--- src/rtl/bennett_adder_seq_if.sv ---
// Bus bundle for bennett_adder_seq: the operation request, operands, result
// and the Bennett phase rails. The optional subtract control (macro
// BENNETT_ADDER_SUB_EN) only exists when that macro is defined.
`timescale 1ns/1ps
interface bennett_adder_seq_if #(
   parameter int WIDTH  = 16,
   parameter int STAGES = 8
);
   logic              start;
   logic              ready;
   logic [WIDTH-1:0]  a;
   logic [WIDTH-1:0]  b;
   logic              cin;
`ifdef BENNETT_ADDER_SUB_EN
   logic              sub;
`endif
   logic [WIDTH-1:0]  out;
   logic              cout;
   logic [STAGES-1:0] clkp;
   logic [STAGES-1:0] clkn;
   logic              calculation_done;
   logic              busy;

   modport master (
      output start, a, b, cin,
`ifdef BENNETT_ADDER_SUB_EN
      output sub,
`endif
      input  ready, out, cout, clkp, clkn, calculation_done, busy
   );

   modport slave (
      input  start, a, b, cin,
`ifdef BENNETT_ADDER_SUB_EN
      input  sub,
`endif
      output ready, out, cout, clkp, clkn, calculation_done, busy
   );
endinterface

--- src/rtl/bennett_adder_seq.sv ---
// Sequential adder sequenced like a Bennett-clocked adiabatic pipeline:
// the phase rails charge one stage per cycle, the sum is captured when the
// last stage charges, held for HOLD_CYCLES, then the rails discharge from
// the top stage down. Optional macro BENNETT_ADDER_SUB_EN adds a subtract
// control (A + ~B + 1, cin ignored) latched together with the operands.
`timescale 1ns/1ps
module bennett_adder_seq #(
   parameter int WIDTH       = 16,
   parameter int STAGES      = 8,
   parameter int HOLD_CYCLES = 1
) (
   input  logic               clk,
   input  logic               reset,
   bennett_adder_seq_if.slave bus
);

   // Hold counter counts HOLD_CYCLES-1 down to 0.
   localparam int HCW = (HOLD_CYCLES > 1) ? $clog2(HOLD_CYCLES) : 1;
   localparam logic [HCW-1:0]    HOLD_LOAD = HCW'(HOLD_CYCLES - 1);
   localparam logic [STAGES-1:0] RAIL_LSB  = STAGES'(1);
   localparam logic [STAGES-1:0] RAIL_FULL = '1;

   typedef enum logic [1:0] {
      IDLE      = 2'd0,
      CHARGE    = 2'd1,
      HOLD      = 2'd2,
      DISCHARGE = 2'd3
   } state_t;

   function automatic logic [WIDTH:0] full_add(input logic [WIDTH-1:0] x,
                                               input logic [WIDTH-1:0] y,
                                               input logic             c);
      return {1'b0, x} + {1'b0, y} + {{WIDTH{1'b0}}, c};
   endfunction

   state_t            state_q, state_d;
   logic [STAGES-1:0] clkp_q, clkp_d;
   logic [HCW-1:0]    hold_q, hold_d;
   logic              accept;
   logic              load_sum;

   logic [WIDTH-1:0]  a_q, b_q;
   logic              cin_q;
   logic [WIDTH-1:0]  out_q;
   logic              cout_q;
   logic [WIDTH-1:0]  b_eff;
   logic              c_eff;

`ifdef BENNETT_ADDER_SUB_EN
   logic              sub_q;

   assign b_eff = sub_q ? ~b_q : b_q;
   assign c_eff = sub_q ? 1'b1 : cin_q;
`else
   assign b_eff = b_q;
   assign c_eff = cin_q;
`endif

   // Next-state logic: rail thermometer walks up in CHARGE, down in DISCHARGE.
   always_comb begin
      state_d  = state_q;
      clkp_d   = clkp_q;
      hold_d   = hold_q;
      accept   = 1'b0;
      load_sum = 1'b0;
      case (state_q)
         IDLE: begin
            if (bus.start) begin
               accept  = 1'b1;
               state_d = CHARGE;
               clkp_d  = RAIL_LSB;
            end
         end
         CHARGE: begin
            if (clkp_q[STAGES-1]) begin
               state_d  = HOLD;
               load_sum = 1'b1;
               hold_d   = HOLD_LOAD;
            end else begin
               clkp_d = (clkp_q << 1) | RAIL_LSB;
            end
         end
         HOLD: begin
            clkp_d = RAIL_FULL;
            if (hold_q == '0) begin
               state_d = DISCHARGE;
            end else begin
               hold_d = hold_q - HCW'(1);
            end
         end
         DISCHARGE: begin
            clkp_d = clkp_q >> 1;
            if (clkp_q == RAIL_LSB) begin
               state_d = IDLE;
            end
         end
         default: begin
            state_d = IDLE;
            clkp_d  = '0;
         end
      endcase
   end

   // Control state: FSM, phase rails and hold counter.
   always_ff @(posedge clk or posedge reset) begin
      if (reset) begin
         state_q <= IDLE;
         clkp_q  <= '0;
         hold_q  <= '0;
      end else begin
         state_q <= state_d;
         clkp_q  <= clkp_d;
         hold_q  <= hold_d;
      end
   end

   // Operand capture on acceptance and result capture on entry to HOLD.
   always_ff @(posedge clk or posedge reset) begin
      if (reset) begin
         a_q    <= '0;
         b_q    <= '0;
         cin_q  <= 1'b0;
`ifdef BENNETT_ADDER_SUB_EN
         sub_q  <= 1'b0;
`endif
         out_q  <= '0;
         cout_q <= 1'b0;
      end else begin
         if (accept) begin
            a_q   <= bus.a;
            b_q   <= bus.b;
            cin_q <= bus.cin;
`ifdef BENNETT_ADDER_SUB_EN
            sub_q <= bus.sub;
`endif
         end
         if (load_sum) begin
            {cout_q, out_q} <= full_add(a_q, b_eff, c_eff);
         end
      end
   end

   assign bus.ready            = (state_q == IDLE);
   assign bus.busy             = (state_q != IDLE);
   assign bus.calculation_done = (state_q == HOLD);
   assign bus.clkp             = clkp_q;
   assign bus.clkn             = ~clkp_q;
   assign bus.out              = out_q;
   assign bus.cout             = cout_q;

endmodule

--- src/flat_wrapper.sv ---
// flat-port wrapper written by rule: the top's interface ports become plain ports
module bennett_adder_seq_flat 
#(
   parameter int WIDTH       = 16,
   parameter int STAGES      = 8,
   parameter int HOLD_CYCLES = 1
)
  (clk, reset, bus_start, bus_a, bus_b, bus_cin, bus_ready, bus_out, bus_cout, bus_clkp, bus_clkn, bus_calculation_done, bus_busy);
  bennett_adder_seq_if #(.WIDTH(WIDTH), .STAGES(STAGES)) bus_i ();
  input  logic clk;
  input  logic reset;
  input wire logic [$bits(bus_i.start)-1:0] bus_start;
  input wire logic [$bits(bus_i.a)-1:0] bus_a;
  input wire logic [$bits(bus_i.b)-1:0] bus_b;
  input wire logic [$bits(bus_i.cin)-1:0] bus_cin;
  output wire logic [$bits(bus_i.ready)-1:0] bus_ready;
  output wire logic [$bits(bus_i.out)-1:0] bus_out;
  output wire logic [$bits(bus_i.cout)-1:0] bus_cout;
  output wire logic [$bits(bus_i.clkp)-1:0] bus_clkp;
  output wire logic [$bits(bus_i.clkn)-1:0] bus_clkn;
  output wire logic [$bits(bus_i.calculation_done)-1:0] bus_calculation_done;
  output wire logic [$bits(bus_i.busy)-1:0] bus_busy;
  assign bus_i.start = bus_start;
  assign bus_i.a = bus_a;
  assign bus_i.b = bus_b;
  assign bus_i.cin = bus_cin;
  assign bus_ready = bus_i.ready;
  assign bus_out = bus_i.out;
  assign bus_cout = bus_i.cout;
  assign bus_clkp = bus_i.clkp;
  assign bus_clkn = bus_i.clkn;
  assign bus_calculation_done = bus_i.calculation_done;
  assign bus_busy = bus_i.busy;
  bennett_adder_seq #(.WIDTH(WIDTH), .STAGES(STAGES), .HOLD_CYCLES(HOLD_CYCLES)) u_core (.clk(clk), .reset(reset), .bus(bus_i));
endmodule
--- config.mk ---
export PLATFORM = sky130hd
export DESIGN_NAME = bennett_adder_seq_flat
export DESIGN_NICKNAME = d
export VERILOG_FILES = /design/src/rtl/bennett_adder_seq_if.sv /design/src/rtl/bennett_adder_seq.sv /design/src/flat_wrapper.sv
export SDC_FILE = /design/constraint.sdc
export NUM_CORES = 1
export LEC_CHECK = 0
export BUFFER_PORTS_ARGS = -buffer_cell sky130_fd_sc_hd__buf_2
export CORE_AREA = 4 4 108 110
export DETAILED_ROUTE_END_ITERATION = 7
export DIE_AREA = 0 0 112 114
export SKIP_LAST_GASP = 1
export SYNTH_ARGS = -nofsm -noshare
export SYNTH_HDL_FRONTEND = slang
export SYNTH_SLANG_ARGS = --single-unit
--- constraint.sdc ---
create_clock -name clk -period 7.6 [get_ports clk]
set_clock_uncertainty 0.15 [all_clocks]
set_input_delay 1.52 -clock clk [delete_from_list [all_inputs] [get_ports clk]]
set_output_delay 1.52 -clock clk [all_outputs]
set_load 0.05 [all_outputs]
# --- Word level (Yosys, flattened, before mapping) ---
# Cells that the tools add are included.
totals:
  reg_bits: 61
classes:
  addsub: 3
  eq_ne: 9
  reduce_logical: 6
  n_bitwise: 1
  n_mux: 15
op_table:
  columns: ["operator", "n"]
  rows:
  - ["8-bit one-hot mux with 4 select lines", 1]
  - ["16-bit by 16-bit adder with 17-bit output", 1]
  - ["17-bit by 1-bit adder with 17-bit output", 1]
  - ["8-bit 2-to-1 mux", 2]
  - ["8-bit by 1-bit == test with 1-bit output (second input constant)", 1]
  - ["2-bit 2-to-1 mux", 4]
  - ["8-bit inverter", 1]
  - ["2-bit one-hot mux with 4 select lines", 1]
  - ["1-bit 2-to-1 mux", 6]
  - ["2-bit inequality test (second input constant)", 3]
  - ["2-bit == test (second input constant)", 2]
  - ["2-bit by 1-bit inequality test with 1-bit output (second input constant)", 2]
  - ["2-bit AND reduction", 2]
  - ["4-bit AND reduction", 1]
  - ["2-bit nonzero test", 2]
  - ["2-bit by 1-bit == test with 1-bit output (second input constant)", 1]
  - ["2-bit logical NOT", 1]
  - ["1-bit one-hot mux with 2 select lines", 1]
  - ["1-bit subtractor (second input constant)", 1]

# --- Depth between registers and ports, before layout ---
logic_depth:
  ltp_word: 3
  depth_mapped: 8
  depth_no_buf: 8

# --- Worst setup path after synthesis ---
# No wires, ideal clock.
synth_timing:
  path_type: "register to output"
  start: "register u_core.state_q[0]"
  end: "output bus_busy"
  arrival_time_ns: 1.458
  stages_incl_launch_ff: 4
  required_time_ns: 5.930
  slack_ns: 4.472
  cell_sequence: "dfrtp_1 -> inv_1 -> ha_1 -> inv_1"
synth_between:
  elab_chain_len: 1
synth_lines:
  columns: ["item", "line_no", "rtl"]
  rows:
  - ["start: declaration", "bennett_adder_seq.sv:36", "state_t state_q, state_d;"]
  - ["start signal: assignment", "bennett_adder_seq.sv:111", "state_q <= state_d;"]
  - ["2-bit nonzero test", "bennett_adder_seq.sv:144", "assign bus.busy = (state_q != IDLE);"]
  - ["end: declaration", "flat_wrapper.sv:22", "output wire logic [$bits(bus_i.busy)-1:0] bus_busy;"]
# No other way between the ends.

# --- Final worst setup path ---
layout_timing:
  start: "register u_core.state_q[0]"
  end: "output bus_calculation_done"
layout_between:
  elab_chain_len: 1
layout_lines:
  columns: ["item", "line_no", "rtl"]
  rows:
  - ["2-bit == test", "bennett_adder_seq.sv:145", "assign bus.calculation_done = (state_q == HOLD);"]
  - ["end: declaration", "flat_wrapper.sv:21", "output wire logic [$bits(bus_i.calculation_done)-1:0] bus_calculation_done;"]
# No other way between the ends.

==> flow_metrics.tcl <==
set metrics [dict create \
    layout-drive-gt1-share_pct 36.74 \
    hold_viol_final 0 \
    crit_type "flip-flop to primary output" \
    setup_viol 0 \
    fill_cells 1113 \
    fin_tns_setup_ns 0 \
    post-dp-hpwl_um 5195 \
    grt_pass1_wl_um 11810 \
    end_kind "primary output" \
    max_stage_delay_ns 0.44 \
    synthAdderAreaFrac_pct 8.740 \
    fmax_ghz 0.3061 \
    yosys-top-cells-area "dfrtp_1, mux2_2, ha_1, nand2_1, o21ai_0" \
    syn_nets 340 \
    ys_seq_area_share_pct 47.24 \
    cts_sinks 60 \
    slew_headroom_pct 47.67 \
    r2r-start "u_core.c_eff" \
    rr_worst_depth 8 \
    slowest_stage "dfrtp_1" \
    cts_root_buf "clkbuf_8" \
    drt-total-wl_um 7124 \
    ys_warn_count 0 \
    drc 0 \
    chipWidth_um 112 \
    hold_class "flip-flop to flip-flop" \
    cts_tree "built" \
    path_max_fanout 10 \
    cp-startpoint "u_core.state_q[0]" \
    gp_congestion 0.7764 \
    grtUsageMet3_pct 3.183 \
    vias 2409 \
    portBuffers 71 \
    r2r_slack_ns 4.87 \
    arrival_ns 1.60 \
    synth_cell_types 47 \
    outcome "complete, no violations" \
    regToRegEndpoint "u_core.bus.cout" \
    netlist_area_mm2 0.003178 \
    antenna_found_initial 0 \
    num_rows 38 \
    post_drt_wl_per_cell_um 14.19 \
    period_share_pct 42.98 \
    worst_pin_slew_ns 0.7849 \
    clkTransAtPathRegs_ns 0.08 \
    fin_area_mm2 0.003867 \
    drt-pass1-iter-count 4 \
    first_global_vias 2383 \
    core_area_mm2 0.01070 \
    ioPinCount 72 \
    grt_max_degree 61 \
    post-cts-setup-buffers 0 \
    grt-ovfl-total 0 \
    area.growth.synth_to_final_pct 21.69 \
    cp_cell_sequence "inv_1 > ha_1 > buf_2" \
    fin_util_pct 36.15 \
    layout_min_cycle_time_ns 3.266 \
    postSynthAreaPerCell_um2 11.23 \
    synthSimpleGateAreaFrac_pct 7.795 \
    grtUsageMet2_pct 18.86 \
    use_met1_pct 14.89 \
    synth.top_cell.area_share_pct 47.24 \
    finalNetCount 414 \
    synth_top_family_by_area "compound AO/OA/AOI/OAI gates" \
    cts_buffers 9 \
    ys_ff_latch 60 \
    rsz0062_at_grt "false" \
    initial_core_util_pct 29.71 \
    grt_usage_pct 11.65 \
    syn_inst 283 \
    antenna_cells 0 \
    regArea_mm2 0.001501 \
    clock_path_buffers 2 \
    drtIter0Drc 83 \
    endpoint "bus_calculation_done" \
    grt-busiest-layer "met2" \
    synthXorXnorAreaFrac_pct 1.929 \
    max-cap-violations 0 \
    muxShareOfSynthArea_pct 12.01 \
    clock_latency_ns 0.34 \
    synth_area_leader_cell "dfrtp_1" \
    worst_setup_path_start_kind "flip-flop" \
    dieArea_mm2 0.01277 \
    die_y_um 114 \
    htreeDepth 3 \
    cts-resized-gates 0 \
    synth-compound-area-share_pct 18.90 \
    cts.hold.buffers_added 0 \
    multi_input_area_mm2 0.001569 \
    place_area_mm2 0.003684 \
    post_drt_via_cell_ratio 4.799 \
    required_ns 5.93 \
    final_max_slew_viol_count 0 \
    ant_nets 0 \
]
==> critical path, delay by kind of cell (launching register included) <==
kind / cells / cell delay (ns)
fa+ha+maj: 1 / 0.36
buf+inv: 2 / 0.46
flops: 1 / 0.44
==> logic make-up (layout without fill, tap and decap cells) <==
kind of cell	after synthesis	count (layout)
flip-flops	60	60
multiplexers	34	34
XOR/XNOR	7	7
adder cells (fa/ha/maj)	21	21
buffers and inverters	27	106
AO/OA/AOI/OAI	78	78
AND/OR/NAND/NOR	56	56
==> cells in the final DEF (no fill, tap or decap), types with 4 or more instances in the layout <==
cell	n
a21o_1	8
nor2_1	8
xnor2_1	4
dfrtp_1	60
buf_2	71
a221o_1	5
o21ai_1	4
a22o_1	6
nand3_1	6
a211oi_1	4
ha_1	19
a21oi_1	12
mux2_2	33
clkbuf_8	9
o21ai_0	13
inv_1	15
nand2_1	30
==> flip-flops by register name, indices dropped and copies added (netlist names) <==
name	count
u_core.a_q	16
u_core.b_eff	16
u_core.bus.out	16
u_core.bus.clkp	8
u_core.state_q	2
u_core.bus.cout	1
u_core.c_eff	1
==> cells in the mapped netlist (all sizes together) <==
| master | count |
|---|---|
| a2111oi | 1 |
| a211o | 1 |
| a211oi | 6 |
| a21boi | 1 |
| a21o | 8 |
| a21oi | 13 |
| a221o | 5 |
| a221oi | 1 |
| a22o | 6 |
| a22oi | 1 |
| a31o | 2 |
| and2 | 1 |
| and3 | 1 |
| buf | 5 |
| clkbuf | 6 |
| dfrtp | 60 |
| fa | 2 |
| ha | 19 |
| inv | 16 |
| mux2 | 33 |
| mux2i | 1 |
| nand2 | 30 |
| nand2b | 1 |
| nand3 | 6 |
| nand4 | 2 |
| nand4b | 1 |
| nor2 | 8 |
| nor2b | 3 |
| nor3 | 2 |
| nor4 | 1 |
| o21a | 3 |
| o21ai | 18 |
| o21bai | 2 |
| o22ai | 3 |
| o2bb2ai | 1 |
| o311ai | 4 |
| o31ai | 1 |
| o32a | 1 |
| xnor2 | 4 |
| xor2 | 3 |
==> worst min-delay path by stage <==
| stage | startpoint | cells past startpoint | slack [ns] | end |
|---|---|---|---|---|
| floorplan | u_core.a_q[10] | 1 | 0.33 | u_core.a_q[10] |
| global placement | u_core.bus.out[1] | 2 | 0.31 | u_core.bus.out[1] |
| detailed placement | u_core.bus.out[1] | 2 | 0.31 | u_core.bus.out[1] |
| CTS | u_core.bus.out[1] | 2 | 0.33 | u_core.bus.out[1] |
| global route | u_core.bus.out[0] | 2 | 0.35 | u_core.bus.out[0] |
| finish | u_core.bus.out[1] | 2 | 0.32 | u_core.bus.out[1] |
==> layout make-up <==
type,instances,share of cell area (%)
multi-input cells,196,40.57
flip-flops and latches,60,38.82
repair buffers,74,9.770
well taps,140,4.529
clock buffers,11,3.397
inverters,16,1.553
clock inverters,5,1.359
==> metrics by stage <==
stage	hold slack, ns	setup slack, ns	cells
floorplan	0.3336	4.445	283
global placement	0.3091	4.771	486
detailed placement	0.3077	4.710	486
CTS	0.3262	4.331	502
global route	0.3542	4.289	502
finish	0.3191	4.334	502
==> per-layer routing <==
| layer | vias up | wire (um) |
|---|---|---|
| li1 | 1179 | - |
| met4 | 0 | 88 |
| met5 | - | 0 |
| met1 | 1154 | 3285 |
| met2 | 66 | 3298 |
| met3 | 10 | 452 |
Power is not shown: default switching activity piles up to over one toggle a cycle in this logic, so the estimate is an artifact.
